==> src/rtl/snn_pkg.sv <==
// Shared spiking-network widths and the weight saturating-update helper.
package snn_pkg;

   localparam int unsigned W_WIDTH     = 8;
   localparam int unsigned TRACE_WIDTH = 4;

   // weight + ltp - ltd in W_WIDTH+2 signed arithmetic, clamped to [0, 2^W_WIDTH-1]
   function automatic logic [W_WIDTH-1:0] sat_add(input logic [W_WIDTH-1:0] weight,
                                                  input logic [W_WIDTH-1:0] ltp,
                                                  input logic [W_WIDTH-1:0] ltd);
      logic signed [W_WIDTH+1:0] sum;
      sum = $signed({2'b00, weight}) + $signed({2'b00, ltp}) - $signed({2'b00, ltd});
      if (sum[W_WIDTH+1])
         return '0;
      else if (sum[W_WIDTH])
         return '1;
      else
         return sum[W_WIDTH-1:0];
   endfunction

endpackage

==> src/rtl/spike_trace.sv <==
// Decaying spike trace: reloads to full scale on a spike, otherwise counts down to zero.
module spike_trace #(
   parameter int unsigned TRACE_WIDTH = 4
) (
   input  logic                   clk,
   input  logic                   rst,
   input  logic                   spike,
   output logic [TRACE_WIDTH-1:0] trace
);

   always_ff @(posedge clk) begin
      if (rst)
         trace <= '0;
      else if (spike)
         trace <= '1;
      else if (trace != '0)
         trace <= trace - TRACE_WIDTH'(1);
   end

endmodule

==> src/rtl/stdp_synapse.sv <==
// Plastic synapse: weighted current pulse per presynaptic spike, pair-based STDP weight update.
module stdp_synapse
   import snn_pkg::*;
#(
   parameter int unsigned W_INIT  = 64,
   parameter int unsigned A_PLUS  = 32,
   parameter int unsigned A_MINUS = 24
) (
   input  logic                   clk,
   input  logic                   rst,
   input  logic                   pre_spike,
   input  logic                   post_spike,
   input  logic                   learn_en,
   input  logic                   weight_load,
   input  logic [W_WIDTH-1:0]     weight_in,
   output logic [W_WIDTH-1:0]     current,
   output logic [W_WIDTH-1:0]     weight,
   output logic [TRACE_WIDTH-1:0] pre_trace,
   output logic [TRACE_WIDTH-1:0] post_trace,
   output logic                   ltp_event,
   output logic                   ltd_event
);

   localparam int unsigned P_WIDTH = TRACE_WIDTH + W_WIDTH;

   logic [P_WIDTH-1:0] prod_plus;
   logic [P_WIDTH-1:0] prod_minus;
   logic [W_WIDTH-1:0] ltp_term;
   logic [W_WIDTH-1:0] ltd_term;
   logic [W_WIDTH-1:0] weight_next;
   logic               ltp_hit;
   logic               ltd_hit;

   spike_trace #(.TRACE_WIDTH(TRACE_WIDTH)) u_pre_trace (
      .clk   (clk),
      .rst   (rst),
      .spike (pre_spike),
      .trace (pre_trace)
   );

   spike_trace #(.TRACE_WIDTH(TRACE_WIDTH)) u_post_trace (
      .clk   (clk),
      .rst   (rst),
      .spike (post_spike),
      .trace (post_trace)
   );

   // Both terms look at the traces as held before this edge, so pairing is causal.
   always_comb begin
      ltp_hit     = post_spike & learn_en & (pre_trace != '0);
      ltd_hit     = pre_spike & learn_en & (post_trace != '0);
      prod_plus   = P_WIDTH'(pre_trace) * P_WIDTH'(A_PLUS);
      prod_minus  = P_WIDTH'(post_trace) * P_WIDTH'(A_MINUS);
      ltp_term    = ltp_hit ? prod_plus[P_WIDTH-1:TRACE_WIDTH] : '0;
      ltd_term    = ltd_hit ? prod_minus[P_WIDTH-1:TRACE_WIDTH] : '0;
      weight_next = sat_add(weight, ltp_term, ltd_term);
   end

   always_ff @(posedge clk) begin
      if (rst) begin
         weight    <= W_WIDTH'(W_INIT);
         current   <= '0;
         ltp_event <= 1'b0;
         ltd_event <= 1'b0;
      end else begin
         current   <= pre_spike ? weight : '0;
         ltp_event <= ltp_hit;
         ltd_event <= ltd_hit;
         weight    <= weight_load ? weight_in : weight_next;
      end
   end

endmodule

==> config.mk <==
export PLATFORM = sky130hd
export DESIGN_NAME = stdp_synapse
export DESIGN_NICKNAME = d
export VERILOG_FILES = /design/src/rtl/snn_pkg.sv /design/src/rtl/spike_trace.sv /design/src/rtl/stdp_synapse.sv
export SDC_FILE = /design/constraint.sdc
export NUM_CORES = 1
export LEC_CHECK = 0
export CAP_MARGIN = 20
export CORE_ASPECT_RATIO = 1.1
export CORE_MARGIN = 10
export CORE_UTILIZATION = 35
export CTS_CLUSTER_SIZE = 10
export DETAILED_ROUTE_END_ITERATION = 16
export PLACE_DENSITY = 0.67
export SLEW_MARGIN = 15
export SYNTH_ARGS = -nofsm -noshare
export SYNTH_HDL_FRONTEND = slang
export SYNTH_SLANG_ARGS = --single-unit
export TNS_END_PERCENT = 50
==> constraint.sdc <==
create_clock -name clk -period 4 [get_ports clk]
set_input_delay 0.6 -clock clk [delete_from_list [all_inputs] [get_ports clk]]
set_output_delay 0.6 -clock clk [all_outputs]
set_load 0.02 [all_outputs]
==> run summary, run 1 <==
The final route contains 1439 vias. The width of the die came out at 86.7 um. The number of buffers added by the clock tree synthesis step came out at 3. The core outline area came out at 4680 um2.

The buffer depth of the longest clock path is 2. The commonest cells after synthesis are inv_1 (30), nor2_1 (29), dfxtp_1 (26). The largest net degree at the start of global routing came out at 21. The synthesized net count is 241. The number of rows created at floorplan came out at 26. Buffers added to address setup during post-CTS repair amount to 0.

The layout net count is 286. The number of nets still failing antenna checks after routing came out at 0. After synthesis, the cell types taking the most area are dfxtp_1 (30%), ha_1 (15%), fa_1 (7.0%). The number of synthesis warnings is 0.

The vertical die dimension is 93.3 um. The first-pass iteration count of the detailed router is 4. The via count of the first global-routing pass is 1425. The final critical path time including I/O delays and setup is around 3600 ps. The critical path is of the register to register type.

CTS built an H-tree with a depth of 1. VDD sags by at most 0.000266 V. The die covers between 8000 and 9000 um2. Dividing the detail-routed wire length by the instance count gives 13.0 um. The worst path buffer plus inverter count is 2. Detailed placement finished with a half-perimeter wire length of 3250 um.

The accumulated negative setup slack is 0 ps. Counting flops with a built-in enable in the synthesized netlist gives 0. The final hold violation count came out at 0.

Setup repair after global routing left no endpoint under its margin. The biggest area contributor in the post-synthesis netlist is dfxtp_1. The total overflow left after global routing is 0. The number of unique standard cell types used by synthesis came out at 33. The run finished with clean final reports. The initial antenna violation count is 0.

STA classifies the critical path startpoint as a register. The number of hold buffers added after cts is 0. The DRC violations left is 0. The worst setup path is captured at a register. In this run the biggest area consumer among cell types represents between 30% and 40% of the synthesized area. The number of slew-limit violations in the final report is 0. The largest single stage delay on the critical path is 580 ps. The post-synth design cell area came out at 1710 um2. The global-route wire length before repair came out at 6600 um. The worst path arrival time came out at 3770 ps. The clock-pin slew on the worst setup and hold paths is ~100 ps.

Sequential elements use 30.4% of the synthesized area. For the pin with the worst max-slew slack, the measured transition is 824 ps. The most common cell in the synthesized netlist is inv_1. On the critical path the largest part of the delay comes from adder cells. The cell count after synthesis came out at about 200. For this configuration, the core starts out at a cell density of between 30% and 40%. Of all flip-flops after synthesis, the portion carrying an async set or reset was 0%.

For this block, the initial DRC count from the detailed router was 77. The power density relative to cell area is 694 nW/um2. The vias per cell is 4.78. The path class of the tightest hold or removal check is register to register. The insertion delay to the later sink of the worst-skew pair is approximately 280 ps. The post-synthesis to final-layout area growth came out at 32.6%. Once placement completed, the tool counted placed cells totaling between 200 and 300.

The largest driver fanout on the critical path came out at 8. The maximum achievable frequency came out at 278 MHz. The total wire length after detailed routing came out at 3930 um.

The required time of the critical path is roughly 4200 ps. The reported leakage power is 0.989 nW. Traced cell by cell, the critical path runs through ha_1, fa_1, xnor2_1, nor2_1, fa_1, inv_1, ha_1, a211oi_1, buf_4, o31ai_4, nor3b_4, nor4_1, a2111oi_2. The most used flip-flop cell after synthesis is dfxtp_1. Max-cap violations in this run came to 0. The number of resized instances in the post-cts repair step is 0. The number of standard cells in the layout, taps in and fillers out came out at 301. The final critical-path share of the clock period came out at 90.0%. The number of clock sinks is 26. The total of endpoints with negative setup slack in the final report came out at 0. The count of state elements after synthesis is 26. Global routing used under 10% of the available tracks. The share of final-layout standard cells stronger than drive strength 1 is 6.94%. The worst pin sits at a relative slew slack of 44.9%. The top-level I/O count is 40. 0 antenna diodes ended up in the layout. The count of input and output buffers is 39.

The final setup skew is 5.99 ps. The CTS tree is built. At the end of routability-driven placement, the weighted congestion stood at 0.794.

Each instance of the synthesized netlist takes up on average 8.52 um2. The slowest library cell on the worst path is fa_1. The tree is rooted in a clkbuf_8.
-- flip-flops by register name (all words and copies together) (netlist names) --
name and count:
current 8, ltd_event 1, ltp_event 1, u_post_trace.trace 4
u_pre_trace.trace 4, weight 8
-- cell type report --
class,count,area [um2]
Timing Repair Buffer,43,420
Fill cell,451,2410
Clock inverter,1,30.0
Clock buffer,3,41.3
Inverter,30,113
Sequential cell,26,523
Multi-Input combinational cell,142,1070
Tap cell,56,70.1
-- final timing paths --
check | startpoint | end | slack (ps) | cells past startpoint
hold / removal | weight[0] | current[0] | 510 | 1
hold reg to reg | weight[0] | current[0] | 510 | 1
setup / recovery | u_post_trace.trace[1] | weight[5] | 400 | 13
setup reg to reg | u_post_trace.trace[1] | weight[5] | 400 | 13
-- cells in the final DEF (no fill, tap or decap) --
master           Yosys  layout
fa_1                 6       6
dfxtp_2              0       2
clkdlybuf4s50_1      0      39
nor2b_1              4       4
dfxtp_1             26      24
a2111oi_2            2       2
o31ai_1              1       1
nand2_1             13      13
a21oi_1              8       8
nor3_1               6       5
nor2_1              29      29
o221ai_1             1       1
o21ai_0              2       2
ha_1                20      20
o21ai_1              1       1
a211oi_1             5       5
nand2_2              1       1
buf_4                0       4
nor3b_1              2       2
xnor2_1              7       7
bufinv_16            0       1
nor3_2               0       1
xor2_1               3       3
a21o_1               2       2
o31ai_4              1       1
nor4_1               2       2
or3_1                1       1
nand3b_1             1       1
clkbuf_8             0       3
nand2b_1             4       4
nor3b_4              1       1
o221ai_2             1       1
inv_1               30      30
mux2i_1              1       1
nand3_1              3       3
and2_1               8       8
o22ai_1              5       5
a32oi_1              1       1
-- where the power goes --
part,switching (mW),internal (mW),leakage [nW],total (mW)
registers,0.0498,0.314,0.216,0.364
clock network,0.0891,0.134,0.0357,0.223
logic,0.534,0.453,0.737,0.987
-- logic make-up (layout without fill, tap and decap cells) --
| family | after synthesis | in the layout | share of synthesized area (%) |
|---|---|---|---|
| muxes | 1 | 1 | 0.585 |
| AOI/OAI and AO/OA | 30 | 30 | 13.5 |
| and+or+nand+nor | 75 | 75 | 21.6 |
| xor gates and xnor gates | 10 | 10 | 5.12 |
| DFF | 26 | 26 | 30.4 |
| adders and majority gates | 26 | 26 | 21.6 |
| buffers and inverters | 33 | 77 | 7.24 |
-- routing by layer --
layer	part of all wire [%]	GRT usage, %
met1	43	11.0
met2	51	18.0
met3	4.9	1.65
met4	1.7	3.24
met5	0	0
-- metrics by stage --
step / cell area, um2 / hold slack, ps / worst slack [ps] / power, mW / utilization (%)
3_3_place_gp: 2190 / 471 / 312 / 1.35 / 46.8
6_report: 2270 / 505 / 400 / 1.57 / 48.5
5_1_grt: 2270 / 515 / 70.0 / 1.73 / 48.5
4_1_cts: 2260 / 511 / 287 / 1.59 / 48.3
3_5_place_dp: 2190 / 494 / 252 / 1.36 / 46.8
2_1_floorplan: 1710 / 565 / 493 / 1.07 / -
Power figures use the tool's default switching activity.
==> run 2, diff against run 1 <==
- CTS_CLUSTER_DIAMETER: unset -> 60
==> results of run 2 <==
Final layout, timing and power as in run 1 (identical DEF).
==> run 3, diff against run 2 <==
- CTS_CLUSTER_SIZE: 10 -> 14
- HOLD_SLACK_MARGIN: unset -> 0.02
==> results of run 3 <==
Final layout, timing and power as in run 1 (identical DEF).
